`config.mk`:
```
export PLATFORM = sky130hd
export DESIGN_NAME = race_flow_controller
export DESIGN_NICKNAME = d
export VERILOG_FILES = /design/src/rtl/race_pkg.sv /design/src/rtl/race_flow_controller_collision_latch.sv /design/src/rtl/race_flow_controller.sv
export SDC_FILE = /design/constraint.sdc
export NUM_CORES = 1
export LEC_CHECK = 0
export CORE_UTILIZATION = 57
export CTS_CLUSTER_DIAMETER = 200
export DETAILED_ROUTE_END_ITERATION = 10
export PLACE_DENSITY = 0.81
export SYNTH_ARGS = -nofsm -noshare
export SYNTH_HDL_FRONTEND = slang
export SYNTH_SLANG_ARGS = --single-unit
```
`constraint.sdc`:
```
create_clock -name clk -period 5.2 [get_ports clk]
set_input_delay 0.52 -clock clk [delete_from_list [all_inputs] [get_ports clk]]
set_output_delay 0.52 -clock clk [all_outputs]
set_load 0.02 [all_outputs]
```
`src/rtl/race_pkg.sv`:
```
// Shared types and constants for the race game sequencer and the compositor.
package race_pkg;

  localparam int unsigned STATE_W = 3;
  localparam int unsigned SPEED_W = 4;
  localparam int unsigned FUEL_W  = 7;
  localparam int unsigned SCORE_W = 16;
  localparam int unsigned LAYER_W = 6;
  localparam int unsigned MSG_W   = 2;

  typedef enum logic [STATE_W-1:0] {
    ST_IDLE      = 3'd0,
    ST_COUNTDOWN = 3'd1,
    ST_RACE      = 3'd2,
    ST_CRASH     = 3'd3,
    ST_FINISH    = 3'd4,
    ST_GAMEOVER  = 3'd5
  } state_e;

  typedef enum logic [MSG_W-1:0] {
    MSG_NONE  = 2'd0,
    MSG_TITLE = 2'd1,
    MSG_WIN   = 2'd2,
    MSG_LOSE  = 2'd3
  } msg_e;

  // Sprite-layer bit positions in layer_en, shared with the compositor.
  localparam int unsigned LAYER_PLAYER = 0;
  localparam int unsigned LAYER_AI     = 1;
  localparam int unsigned LAYER_TRUCK  = 2;
  localparam int unsigned LAYER_BONUS  = 3;
  localparam int unsigned LAYER_AI_RED = 4;
  localparam int unsigned LAYER_FINISH = 5;

  localparam logic [LAYER_W-1:0] LAYERS_ALL = LAYER_W'((1 << LAYER_PLAYER) | (1 << LAYER_AI) |
                                                       (1 << LAYER_TRUCK)  | (1 << LAYER_BONUS) |
                                                       (1 << LAYER_AI_RED) | (1 << LAYER_FINISH));
  localparam logic [LAYER_W-1:0] LAYERS_NONE = '0;

  // Player sprite blink half-period while crashed, in frames.
  localparam int unsigned BLINK_FRAMES = 4;

  // Per-frame collision summary.
  typedef struct packed {
    logic finish;
    logic bonus;
    logic road_edge;
    logic truck;
    logic ai;
  } hits_t;

  // Score addition saturating at all-ones.
  function automatic logic [SCORE_W-1:0] score_add(input logic [SCORE_W-1:0] a,
                                                   input logic [SCORE_W-1:0] b);
    logic [SCORE_W:0] sum;
    sum = {1'b0, a} + {1'b0, b};
    return sum[SCORE_W] ? {SCORE_W{1'b1}} : sum[SCORE_W-1:0];
  endfunction

endpackage

```
`src/rtl/race_flow_controller_collision_latch.sv`:
```
// Pixel-rate collision and start-key capture, snapshotted once per frame.
module collision_latch
  import race_pkg::*;
(
  input  logic  clk,
  input  logic  reset,
  input  logic  startOfFrame,
  input  logic  start_key,
  input  logic  col_ai,
  input  logic  col_truck,
  input  logic  col_edge,
  input  logic  col_bonus,
  input  logic  col_finish,
  output hits_t frame_hits,
  output logic  start_flag,
  output logic  frame_tick
);

  hits_t sticky_q;
  hits_t col_now;
  logic  start_q;
  logic  start_latch_q;
  logic  start_rise;

  // Current-pixel collisions packed into the frame summary layout.
  always_comb begin
    col_now           = '0;
    col_now.ai        = col_ai;
    col_now.truck     = col_truck;
    col_now.road_edge = col_edge;
    col_now.bonus     = col_bonus;
    col_now.finish    = col_finish;
    start_rise        = start_key & ~start_q;
  end

  // Sticky accumulation; a boundary-cycle event belongs to the new frame.
  always_ff @(posedge clk) begin
    if (reset) begin
      sticky_q      <= '0;
      frame_hits    <= '0;
      start_q       <= 1'b0;
      start_latch_q <= 1'b0;
      start_flag    <= 1'b0;
      frame_tick    <= 1'b0;
    end else begin
      start_q    <= start_key;
      frame_tick <= startOfFrame;
      if (startOfFrame) begin
        frame_hits    <= sticky_q;
        sticky_q      <= col_now;
        start_flag    <= start_latch_q;
        start_latch_q <= start_rise;
      end else begin
        sticky_q      <= sticky_q | col_now;
        start_latch_q <= start_latch_q | start_rise;
      end
    end
  end

endmodule

```
`src/rtl/race_flow_controller.sv`:
```
// Frame-synchronous game sequencer: state, speed, fuel, score and sprite control.
module race_flow_controller
  import race_pkg::*;
#(
  parameter int unsigned COUNT_FRAMES = 90,
  parameter int unsigned CRASH_FRAMES = 60,
  parameter int unsigned ACCEL_FRAMES = 4,
  parameter int unsigned FUEL_FRAMES  = 30,
  parameter int unsigned MAX_SPEED    = 15,
  parameter int unsigned FUEL_INIT    = 100,
  parameter int unsigned FUEL_MAX     = 127,
  parameter int unsigned BONUS_FUEL   = 20,
  parameter int unsigned BONUS_SCORE  = 500
) (
  input  logic               clk,
  input  logic               reset,
  input  logic               startOfFrame,
  input  logic               start_key,
  input  logic               accel_key,
  input  logic               col_ai,
  input  logic               col_truck,
  input  logic               col_edge,
  input  logic               col_bonus,
  input  logic               col_finish,
  output logic [STATE_W-1:0] game_state,
  output logic [SPEED_W-1:0] speed,
  output logic [FUEL_W-1:0]  fuel,
  output logic [SCORE_W-1:0] score,
  output logic [LAYER_W-1:0] layer_en,
  output logic [MSG_W-1:0]   msg_sel,
  output logic               bonus_clear
);

  localparam int unsigned CNT_MAX = (COUNT_FRAMES > CRASH_FRAMES) ? COUNT_FRAMES : CRASH_FRAMES;
  localparam int unsigned CNT_W   = $clog2(CNT_MAX + 1);
  localparam int unsigned ACC_W   = $clog2(ACCEL_FRAMES + 1);
  localparam int unsigned FC_W    = $clog2(FUEL_FRAMES + 1);

  hits_t frame_hits;
  logic  start_flag;
  logic  frame_tick;

  state_e             state_q, state_d;
  logic [SPEED_W-1:0] speed_q, speed_d;
  logic [FUEL_W-1:0]  fuel_q, fuel_d;
  logic [SCORE_W-1:0] score_q, score_d;
  logic [LAYER_W-1:0] layer_q, layer_d;
  msg_e               msg_q, msg_d;
  logic               bc_q, bc_d;
  logic [CNT_W-1:0]   frame_cnt_q, frame_cnt_d;
  logic [ACC_W-1:0]   accel_cnt_q, accel_cnt_d;
  logic [FC_W-1:0]    fuel_cnt_q, fuel_cnt_d;

  logic               crash_hit;
  logic [FUEL_W:0]    fuel_sum;
  logic [FUEL_W-1:0]  fuel_w;
  logic [SCORE_W-1:0] score_w;

  collision_latch u_collision_latch (
    .clk          (clk),
    .reset        (reset),
    .startOfFrame (startOfFrame),
    .start_key    (start_key),
    .col_ai       (col_ai),
    .col_truck    (col_truck),
    .col_edge     (col_edge),
    .col_bonus    (col_bonus),
    .col_finish   (col_finish),
    .frame_hits   (frame_hits),
    .start_flag   (start_flag),
    .frame_tick   (frame_tick)
  );

  // State and all game registers.
  always_ff @(posedge clk) begin
    if (reset) begin
      state_q     <= ST_IDLE;
      speed_q     <= '0;
      fuel_q      <= '0;
      score_q     <= '0;
      layer_q     <= LAYERS_NONE;
      msg_q       <= MSG_TITLE;
      bc_q        <= 1'b0;
      frame_cnt_q <= '0;
      accel_cnt_q <= '0;
      fuel_cnt_q  <= '0;
    end else begin
      state_q     <= state_d;
      speed_q     <= speed_d;
      fuel_q      <= fuel_d;
      score_q     <= score_d;
      layer_q     <= layer_d;
      msg_q       <= msg_d;
      bc_q        <= bc_d;
      frame_cnt_q <= frame_cnt_d;
      accel_cnt_q <= accel_cnt_d;
      fuel_cnt_q  <= fuel_cnt_d;
    end
  end

  // Next-state and per-frame game rules; everything advances only on frame_tick.
  always_comb begin
    state_d     = state_q;
    speed_d     = speed_q;
    fuel_d      = fuel_q;
    score_d     = score_q;
    layer_d     = layer_q;
    msg_d       = msg_q;
    bc_d        = 1'b0;
    frame_cnt_d = frame_cnt_q;
    accel_cnt_d = accel_cnt_q;
    fuel_cnt_d  = fuel_cnt_q;
    crash_hit   = frame_hits.ai | frame_hits.truck | frame_hits.road_edge;
    fuel_sum    = {1'b0, fuel_q} + (FUEL_W+1)'(BONUS_FUEL);
    fuel_w      = fuel_q;
    score_w     = score_q;

    case (state_q)
      ST_IDLE: begin
        msg_d   = MSG_TITLE;
        layer_d = LAYERS_NONE;
        speed_d = '0;
        if (frame_tick && start_flag) begin
          state_d     = ST_COUNTDOWN;
          fuel_d      = FUEL_W'(FUEL_INIT);
          score_d     = '0;
          frame_cnt_d = '0;
          accel_cnt_d = '0;
          fuel_cnt_d  = '0;
          layer_d     = LAYERS_ALL;
          msg_d       = MSG_NONE;
        end
      end

      ST_COUNTDOWN: begin
        layer_d = LAYERS_ALL;
        msg_d   = MSG_NONE;
        if (frame_tick) begin
          if (frame_cnt_q == CNT_W'(COUNT_FRAMES - 1)) begin
            state_d     = ST_RACE;
            frame_cnt_d = '0;
          end else begin
            frame_cnt_d = frame_cnt_q + CNT_W'(1);
          end
        end
      end

      ST_RACE: begin
        if (frame_tick) begin
          if (frame_hits.finish) begin
            state_d = ST_FINISH;
            msg_d   = MSG_WIN;
            speed_d = '0;
          end else if (fuel_q == '0) begin
            state_d = ST_GAMEOVER;
            msg_d   = MSG_LOSE;
            speed_d = '0;
          end else begin
            // Distance score uses the speed held during the frame just ended.
            score_w = score_add(score_q, SCORE_W'(speed_q));
            if (frame_hits.bonus) begin
              fuel_w  = (fuel_sum > (FUEL_W+1)'(FUEL_MAX)) ? FUEL_W'(FUEL_MAX) : fuel_sum[FUEL_W-1:0];
              score_w = score_add(score_w, SCORE_W'(BONUS_SCORE));
              bc_d    = 1'b1;
            end
            if (fuel_cnt_q == FC_W'(FUEL_FRAMES - 1)) begin
              fuel_cnt_d = '0;
              if (fuel_w != '0) fuel_w = fuel_w - FUEL_W'(1);
            end else begin
              fuel_cnt_d = fuel_cnt_q + FC_W'(1);
            end
            fuel_d  = fuel_w;
            score_d = score_w;

            if (crash_hit) begin
              state_d     = ST_CRASH;
              speed_d     = '0;
              frame_cnt_d = '0;
              accel_cnt_d = '0;
              layer_d     = LAYERS_ALL;
            end else if (accel_key) begin
              if (accel_cnt_q == ACC_W'(ACCEL_FRAMES - 1)) begin
                accel_cnt_d = '0;
                if (speed_q < SPEED_W'(MAX_SPEED)) speed_d = speed_q + SPEED_W'(1);
              end else begin
                accel_cnt_d = accel_cnt_q + ACC_W'(1);
              end
            end else begin
              accel_cnt_d = '0;
              if (speed_q != '0) speed_d = speed_q - SPEED_W'(1);
            end
          end
        end
      end

      ST_CRASH: begin
        speed_d = '0;
        if (frame_tick) begin
          if (frame_cnt_q == CNT_W'(CRASH_FRAMES - 1)) begin
            frame_cnt_d           = '0;
            layer_d               = LAYERS_ALL;
            layer_d[LAYER_PLAYER] = 1'b1;
            if (fuel_q == '0) begin
              state_d = ST_GAMEOVER;
              msg_d   = MSG_LOSE;
            end else begin
              state_d = ST_RACE;
            end
          end else begin
            frame_cnt_d = frame_cnt_q + CNT_W'(1);
            layer_d     = {LAYERS_ALL[LAYER_W-1:1], layer_q[LAYER_PLAYER]};
            if (frame_cnt_q[1:0] == 2'(BLINK_FRAMES - 1))
              layer_d[LAYER_PLAYER] = ~layer_q[LAYER_PLAYER];
          end
        end
      end

      ST_FINISH, ST_GAMEOVER: begin
        msg_d   = (state_q == ST_FINISH) ? MSG_WIN : MSG_LOSE;
        speed_d = '0;
        if (frame_tick && start_flag) begin
          state_d = ST_IDLE;
          msg_d   = MSG_TITLE;
          layer_d = LAYERS_NONE;
        end
      end

      default: begin
        state_d = ST_IDLE;
        msg_d   = MSG_TITLE;
        layer_d = LAYERS_NONE;
        speed_d = '0;
      end
    endcase
  end

  assign game_state  = state_q;
  assign speed       = speed_q;
  assign fuel        = fuel_q;
  assign score       = score_q;
  assign layer_en    = layer_q;
  assign msg_sel     = msg_q;
  assign bonus_clear = bc_q;

endmodule
```
# Word level (Yosys, flattened, before mapping)
# Cells that the tools add are included.
# op_classes
addsub	9
n_lt_le_gt_ge	2
eq_ne	25
muxes	87
bitwise_logic	10
n_reduce_logical	16
# ops
operator	count
7-bit two-way mux	21
16-bit two-way mux	7
3-bit two-way mux	17
6-bit two-way mux	7
4-bit two-way mux	8
16-bit case mux with 2 select lines	1
5-bit two-way mux	6
6-bit case mux with 5 select lines	1
7-bit case mux with 4 select lines	1
6-bit by 5-bit inequality test with 1-bit output (second input constant)	3
16-bit by 4-bit adder with 17-bit output	1
16-bit by 9-bit adder with 17-bit output (second input constant)	1
8-bit AND reduction	2
3-bit case mux with 5 select lines	1
2-bit inequality test (second input constant)	7
7-bit case mux with 2 select lines	1
2-bit two-way mux	6
2-bit case mux with 5 select lines	1
5-bit case mux with 2 select lines	1
5-bit AND reduction	2
3-bit by 2-bit equality test with 1-bit output (second input constant)	3
7-bit by 5-bit adder with 8-bit output (second input constant)	1
8-bit by 7-bit greater-than comparator with 1-bit output (second input constant)	1
4-bit case mux with 2 select lines	1
other kinds (33)	48
# word_totals
register_bits	68
inputBits	10
out_inout_bits	39
elab_cells	174

# Longest topological paths before layout
# Gate-level depths: netlist of run 1.
# logic_depth
depth_word	15
ltp_mapped	16

# Cells and area by module
# A second synthesis of run 1 with hierarchy kept.
# hier_totals
hier_cells	508
hier_area_um2	4018.9
# modules_own_cells
mod	n_inst	cells_per_inst	area_per_inst_um2	seq_area_each_um2
race_flow_controller	1	460	3534.6	1001.0
collision_latch	1	48	484.2	280.3

# Worst setup path before layout of run 1
# Ideal clock, no wire load.
# synth_timing
path_kind	register to register
start	register speed_q[0], in the netlist speed[0]
end	register score_q[15], in the netlist score[15]
setup_time_ns	0.117
arrival_ns	3.795
t_required_ns	5.083
setup_slack_ns	1.287
path_stages_with_launch	13
period_less_slack_ns	3.913
cell_sequence	dfxtp_1 -> ha_1 -> fa_1 -> a211o_1 -> nand2_1 -> or2_1 -> nand2b_1 -> ha_1 -> or4b_1 -> a211o_1 -> o21ai_2 -> or4b_1 -> a32o_1
# synth_between
elab_chain_cells	9
# synth_lines
item	line_no	rtl
from (decl)	race_flow_controller.sv:44	logic [SPEED_W-1:0] speed_q, speed_d;
from (signal assigned)	race_flow_controller.sv:89	speed_q <= speed_d;
16-bit by 4-bit adder with 17-bit output *	race_pkg.sv:56	sum = {1'b0, a} + {1'b0, b};
16-bit two-way mux *	race_pkg.sv:57	return sum[SCORE_W] ? {SCORE_W{1'b1}} : sum[SCORE_W-1:0];
16-bit by 9-bit adder with 17-bit output	race_pkg.sv:56	
16-bit two-way mux	race_pkg.sv:57	
16-bit two-way mux *	race_flow_controller.sv:161	if (frame_hits.bonus) begin
16-bit two-way mux *	race_flow_controller.sv:154	end else if (fuel_q == '0) begin
16-bit two-way mux *	race_flow_controller.sv:150	if (frame_hits.finish) begin
16-bit two-way mux *	race_flow_controller.sv:149	if (frame_tick) begin
16-bit case mux with 2 select lines *	race_flow_controller.sv:118	case (state_q)
to (signal assigned)	race_flow_controller.sv:91	score_q <= score_d;
to (decl)	race_flow_controller.sv:46	logic [SCORE_W-1:0] score_q, score_d;
# Every way passes the cells marked *; elsewhere a longest branch is shown, timed or not. The select of a mux whose other input is x is not followed.
# A chain may end at the register's enable or synchronous reset.

# Final worst setup path of run 1
# Same ends and word-level chain as after synthesis.

==> metrics, run 1 <==
max cap viols=0; Post-Syn Area per Cell=approximately 7.9 sq um; antenna violations before repair=0; largest cells by area after synthesis=dfxtp_1 (31%), nor2_1 (6.0%), a21oi_1 (5.1%), ha_1 (4.5%), nand2_1 (4.3%); number of synthesized register bits=between 60 and 70; RSZ-0062 raised after global routing=no; floorplan row count=30; Post-route DRC=0; final wirelength=between 10000 and 15000 um; crit path from=speed[0]$_SDFFE_PP0P_; Distinct cells, synth=72; Slew HR=between 30 and 40%; FFs w/ async S/R, synth=0%; vias in the first global route=3558; Root Buffer=clkbuf_8; Post-CTS Setup Repair Bufs=0; Bufs on Longest Clock Path=2; Critical Path Sink Type=flop; crit path kind=flop to flop; Critical Path Max Stage Delay=0.52 ns; Hold Vio Cnt, Final=0; Fin Clk Skew=0.0107 ns; crit path max-delay cell type=or4b_1; crit path DAT=between 4 and 5 ns; # setup viols final=0; top cell type's share of synthesized area=between 30% and 40%; Post-Place Worst Slack=roughly 1.1 ns; PD cells=around 210 mW/mm^2; Primary FF master, synth=dfxtp_1; synth warn=0; cell taking the most area after synthesis=dfxtp_1; Sum Neg Setup Slack=0 ns; sequential fraction of the synthesis area=roughly 31%; r2r startpoint=speed[0]$_SDFFE_PP0P_; CTS buffer count=9; Hold Crit Class=flop to flop; Vias/cell=6.19; final core occ=around 70%; Post-CTS Resized=0; Clk Latency, worst-skew pair=about 0.35 ns; Initial DRT Pass Iterations=4; hold_ws=about 0.46 ns; CP Max Fanout=7; I/O Buffers=48; clk sinks=64; LEAKAGE=about 0.0018 uW; Clock Pin Slew Worst Setup and Hold Paths=0.08 ns; # fillers=609; Crit path max-delay family=simple AND/OR/NAND/NOR gates; Worst Min Path Start=accel_cnt_q[1]$_SDFFE_PP0P_; Final WS setup=approximately 1.1 ns; CTS tree=built; worst-margin pin slew=just over 0.9 ns; synthesized area=0.00414 sq mm; Layout Nets=a little under 600; core area=about 0.007 sq mm; Crit path buffers/inverters=0; Die Wd=between 80 and 90 um; VDD IR max=between 0.2 and 0.25 mV; WL/cell=15.9 um; share of cells above drive strength 1=6.91%; Die Height=87.2 um; fin crit period=~4.1 ns; Total GRT Usage=28.9%; Final GP Congestion=approximately 0.89; Initial Util=between 50 and 60%; Syn Inst Count=526; Die ar.=between 0.007 and 0.008 sq mm; largest net degree at the start of global routing=52; most instantiated cells after synthesis=nor2_1 (66), dfxtp_1 (64), nand2_1 (47); number of max-slew violations in the final report=0; worst path cell trace=ha_1, fa_1, a211o_1, nand2_1, or2_1, nand2b_1, ha_1, or4b_1, a211o_1, o21ai_2, or4b_1, a32o_1; Vias=a little over 4k; fmax=roughly 240 MHz; Critical Path RT=between 5 and 6 ns; syn_nets=553; hpwl dp=7510 um; CP Launch Type=flop; DRT antenna net count=0; Antenna diodes=0; status=finished, final reports clean; grt ovf=0; CTS Hold Bufs=0; leading cell type by number of instances after synthesis=nor2_1; final worst path period share=between 70% and 80%; Post-synth EDFFs=0; H-tree levels=3; first-pass GRT wire length=about 17000 um; number of DRC markers in iteration 0=329; Ports=49; P&R area growth vs syn=16.4%
## sequential cells by signal, summed over array words and instances, names as in the netlist, 2 cells and up
register and flops:
u_collision_latch.sticky_q 5, fuel 7, score 16, accel_cnt_q 3, game_state 3, msg_sel 2
u_collision_latch.frame_hits 5, fuel_cnt_q 5, speed 4, layer_en 2, frame_cnt_q 7
## metrics by stage
| step | area (sq um) | instances | total power, uW |
|---|---|---|---|
| 3_5_place_dp | 4620 | 644 | 595 |
| 3_3_place_gp | 4620 | 644 | 592 |
| 5_1_grt | 4820 | 660 | 1050 |
| 2_1_floorplan | 4140 | 526 | 570 |
| 6_report | 4820 | 660 | 1020 |
| 4_1_cts | 4820 | 660 | 1020 |
## cells in the final DEF (no fill, tap or decap), types with 7 or more instances in the layout
cell type,n
nor2_1,66
clkbuf_8,10
nand3_1,12
o21ai_0,27
nand2b_1,12
dfxtp_1,64
xor2_1,12
ha_1,15
nor3_1,12
mux2i_1,15
a22oi_1,7
a21oi_1,42
nand2_1,47
clkdlybuf4s50_1,47
a31oi_1,10
or3_1,7
xnor2_1,15
nand4_1,12
a211oi_1,10
inv_1,18
## worst min-delay path: cells and delay by family, from the launching register on
family | cells | cell delay (ns)
AND/OR/NAND/NOR | 1 | 0.05
AO/OA/AOI/OAI | 1 | 0.05
flip-flops | 1 | 0.31
## where the power goes
group	switching [uW]	total [uW]	internal [uW]
clock	199	432	234
sequential	11.0	510	499
combinational	44.1	75.0	30.8
## area by class of cell
class | instances | area [sq um] | area share [%]
Multi-Input combinational cell | 417 | 2670 | 55.4
Sequential cell | 64 | 1280 | 26.6
Timing Repair Buffer | 49 | 483 | 10.0
Clock buffer | 11 | 141 | 2.93
Tap cell | 96 | 120 | 2.49
Inverter | 18 | 67.6 | 1.40
Clock inverter | 5 | 56.3 | 1.17
## final timing paths
kind,end,slack (ns),cells past startpoint
max,score[15]$_SDFFE_PP0P_,1.05,12
min reg2reg,accel_cnt_q[1]$_SDFFE_PP0P_,0.46,2
max reg2reg,score[15]$_SDFFE_PP0P_,1.05,12
min,accel_cnt_q[1]$_SDFFE_PP0P_,0.46,2
## cells by family after synthesis
kind of cell	share of synthesized area, %
mux	4.44
buf+inv	4.56
compound gates	22.7
simple gates	26.1
fa+ha+maj	5.50
xor+xnor	5.71
flops	30.9
## per-layer routing
layer  part of all wire (%)  up-vias  wire (um)  global-route usage, %
met4                    1.7        0        183                   9.69
li1                       -     1966          -                      -
met2                     45      155       4700                   44.0
met5                      0        -          0                      0
met1                     47     1948       4920                   40.4
met3                    6.3       19        654                   6.35
No activity file was read; power rests on OpenSTA's default activity.
==> run 2, diff against run 1 <==
==> constraint.sdc (replaced) <==
create_clock -name clk -period 3.98 [get_ports clk]
set_input_delay 0.398 -clock clk [delete_from_list [all_inputs] [get_ports clk]]
set_output_delay 0.398 -clock clk [all_outputs]
set_load 0.02 [all_outputs]
==> metrics, run 2 (synthesis results as in run 1) <==
status=finished, final reports clean; number of DRC markers in iteration 0=roughly 320; Post-route DRC=0; WL/cell=between 15 and 20 um; Critical Path Sink Type=flop; Post-CTS Setup Repair Bufs=0; I/O Buffers=48; DRT antenna net count=0; first-pass GRT wire length=~17000 um; Final GP Congestion=around 0.96; Sw Share=approximately 22%; largest net degree at the start of global routing=52; Bufs on Longest Clock Path=2; fmax=between 200 and 300 MHz; CTS buffer count=9; final wirelength=10100 um; Design Area, Final=about 0.0049 sq mm; share of cells above drive strength 1=under 10%; number of max-slew violations in the final report=0; # fillers=~590; Die Height=around 87 um; Cell Int Power=approximately 1100 uW; Total GRT Usage=27.9%; final worst path period share=97.2%; Flop pwr share=between 40% and 50%; CTS tree=built; hold depth=2; Clock power frac=~48%; Clock Pin Slew Worst Setup and Hold Paths=roughly 0.070 ns; core area=between 0.006 and 0.007 sq mm; PD cells=around 300 mW/mm^2; H-tree levels=3; worst-margin pin slew=0.910 ns; Vias/cell=slightly above 6; sw power=roughly 330 uW; Hold Vio Cnt, Final=0; P&R area growth vs syn=19.0%; hold_ws=about 0.47 ns; Initial Util=around 60%; max reg flops=16; Slew HR=roughly 39%; most frequent cells in the layout=nor2_1 (64), dfxtp_1 (64), nand2_1 (47), clkdlybuf4s50_1 (47), a21oi_1 (42); clk sinks=64; Hold Crit Class=flop to flop; fin crit period=a little under 4 ns; crit path DAT=between 4 and 5 ns; floorplan row count=30; vias in the first global route=roughly 3.6k; antenna violations before repair=0; max cap viols=0; CP Launch Type=flop; # setup viols final=0; Combinational Power Share=6.6%; hpwl dp=7190 um; post-place instance area=roughly 0.0047 sq mm; Worst R2R Path Depth=13; LEAKAGE=about 0.0018 uW; Critical Path RT=roughly 4.2 ns; final core occ=about 70%; Die Wd=just under 90 um; Layout Nets=~590; Initial DRT Pass Iterations=5; Antenna diodes=0; Vias=4032; CTS Hold Bufs=0; Design Power=~1500 uW; Ports=a little under 50; Fin Clk Skew=approximately 0.0075 ns; CP Max Fanout=7; grt ovf=0; Root Buffer=clkbuf_8; Clk Latency, worst-skew pair=~0.34 ns; Die ar.=between 0.007 and 0.008 sq mm; VDD IR max=0.277 mV; crit path kind=flop to flop
[run 2: path summary, 6_finish.rpt]
| check | from | to | slack, ns |
|---|---|---|---|
| setup / recovery | score[0]$_SDFFE_PP0P_ | score[15]$_SDFFE_PP0P_ | 0.11 |
| hold / removal | accel_cnt_q[1]$_SDFFE_PP0P_ | accel_cnt_q[1]$_SDFFE_PP0P_ | 0.47 |
| setup reg to reg | score[0]$_SDFFE_PP0P_ | score[15]$_SDFFE_PP0P_ | 0.11 |
| hold reg to reg | accel_cnt_q[1]$_SDFFE_PP0P_ | accel_cnt_q[1]$_SDFFE_PP0P_ | 0.47 |
[run 2: power groups by stage]
stage / Clock, uW / Combinational, uW / Sequential [uW]
final: 705 / 97.1 / 666
after global placement: 0 / 94.1 / 680
after floorplan: 0 / 68.7 / 677
after CTS: 714 / 96.7 / 665
after detailed placement: 0 / 96.2 / 680
after global routing: 735 / 107 / 668
[run 2: area by class of cell]
| cell class | count | area [sq um] | share of cell area, % |
|---|---|---|---|
| clock inverter | 5 | 103 | 2.08 |
| clock buffer | 11 | 151 | 3.07 |
| multi-input combinational | 417 | 2680 | 54.5 |
| timing repair buffer | 54 | 520 | 10.6 |
| sequential | 64 | 1280 | 26.0 |
| tap | 96 | 120 | 2.44 |
| inverter | 18 | 67.6 | 1.37 |
[run 2: layer usage]
metal	vias to the layer above	routed length, um	GRT usage (%)
met5	-	0	0
met4	0	206	10.9
met3	18	629	3.60
met2	153	4700	44.9
met1	1879	4610	38.2
li1	1982	-	-
[run 2: per-stage QoR]
stage / TNS (ns) / worst slack (ns) / std cells
2_1_floorplan: 0 / 0.0675 / 526
3_3_place_gp: 0 / 0.242 / 649
3_5_place_dp: 0 / 0.147 / 649
4_1_cts: 0 / 0.112 / 665
5_1_grt: -0.0169 / -0.0138 / 665
6_report: 0 / 0.111 / 665
[run 2: critical path, stage by stage (launching register included)]
cell	delay [ns]
dfxtp_1	0.33
ha_1	0.21
fa_1	0.42
a211o_1	0.37
nand2_1	0.17
nor2_4	0.09
nor2_2	0.15
inv_1	0.06
ha_1	0.20
or4b_1	0.52
a211o_1	0.35
o21ai_2	0.16
or4b_1	0.46
a32o_1	0.27
[run 2: repair_timing]
item	in CTS	in global routing
setup endpoints to repair	0	8
endpoints found under the hold margin	0	0
resized for setup	0	7
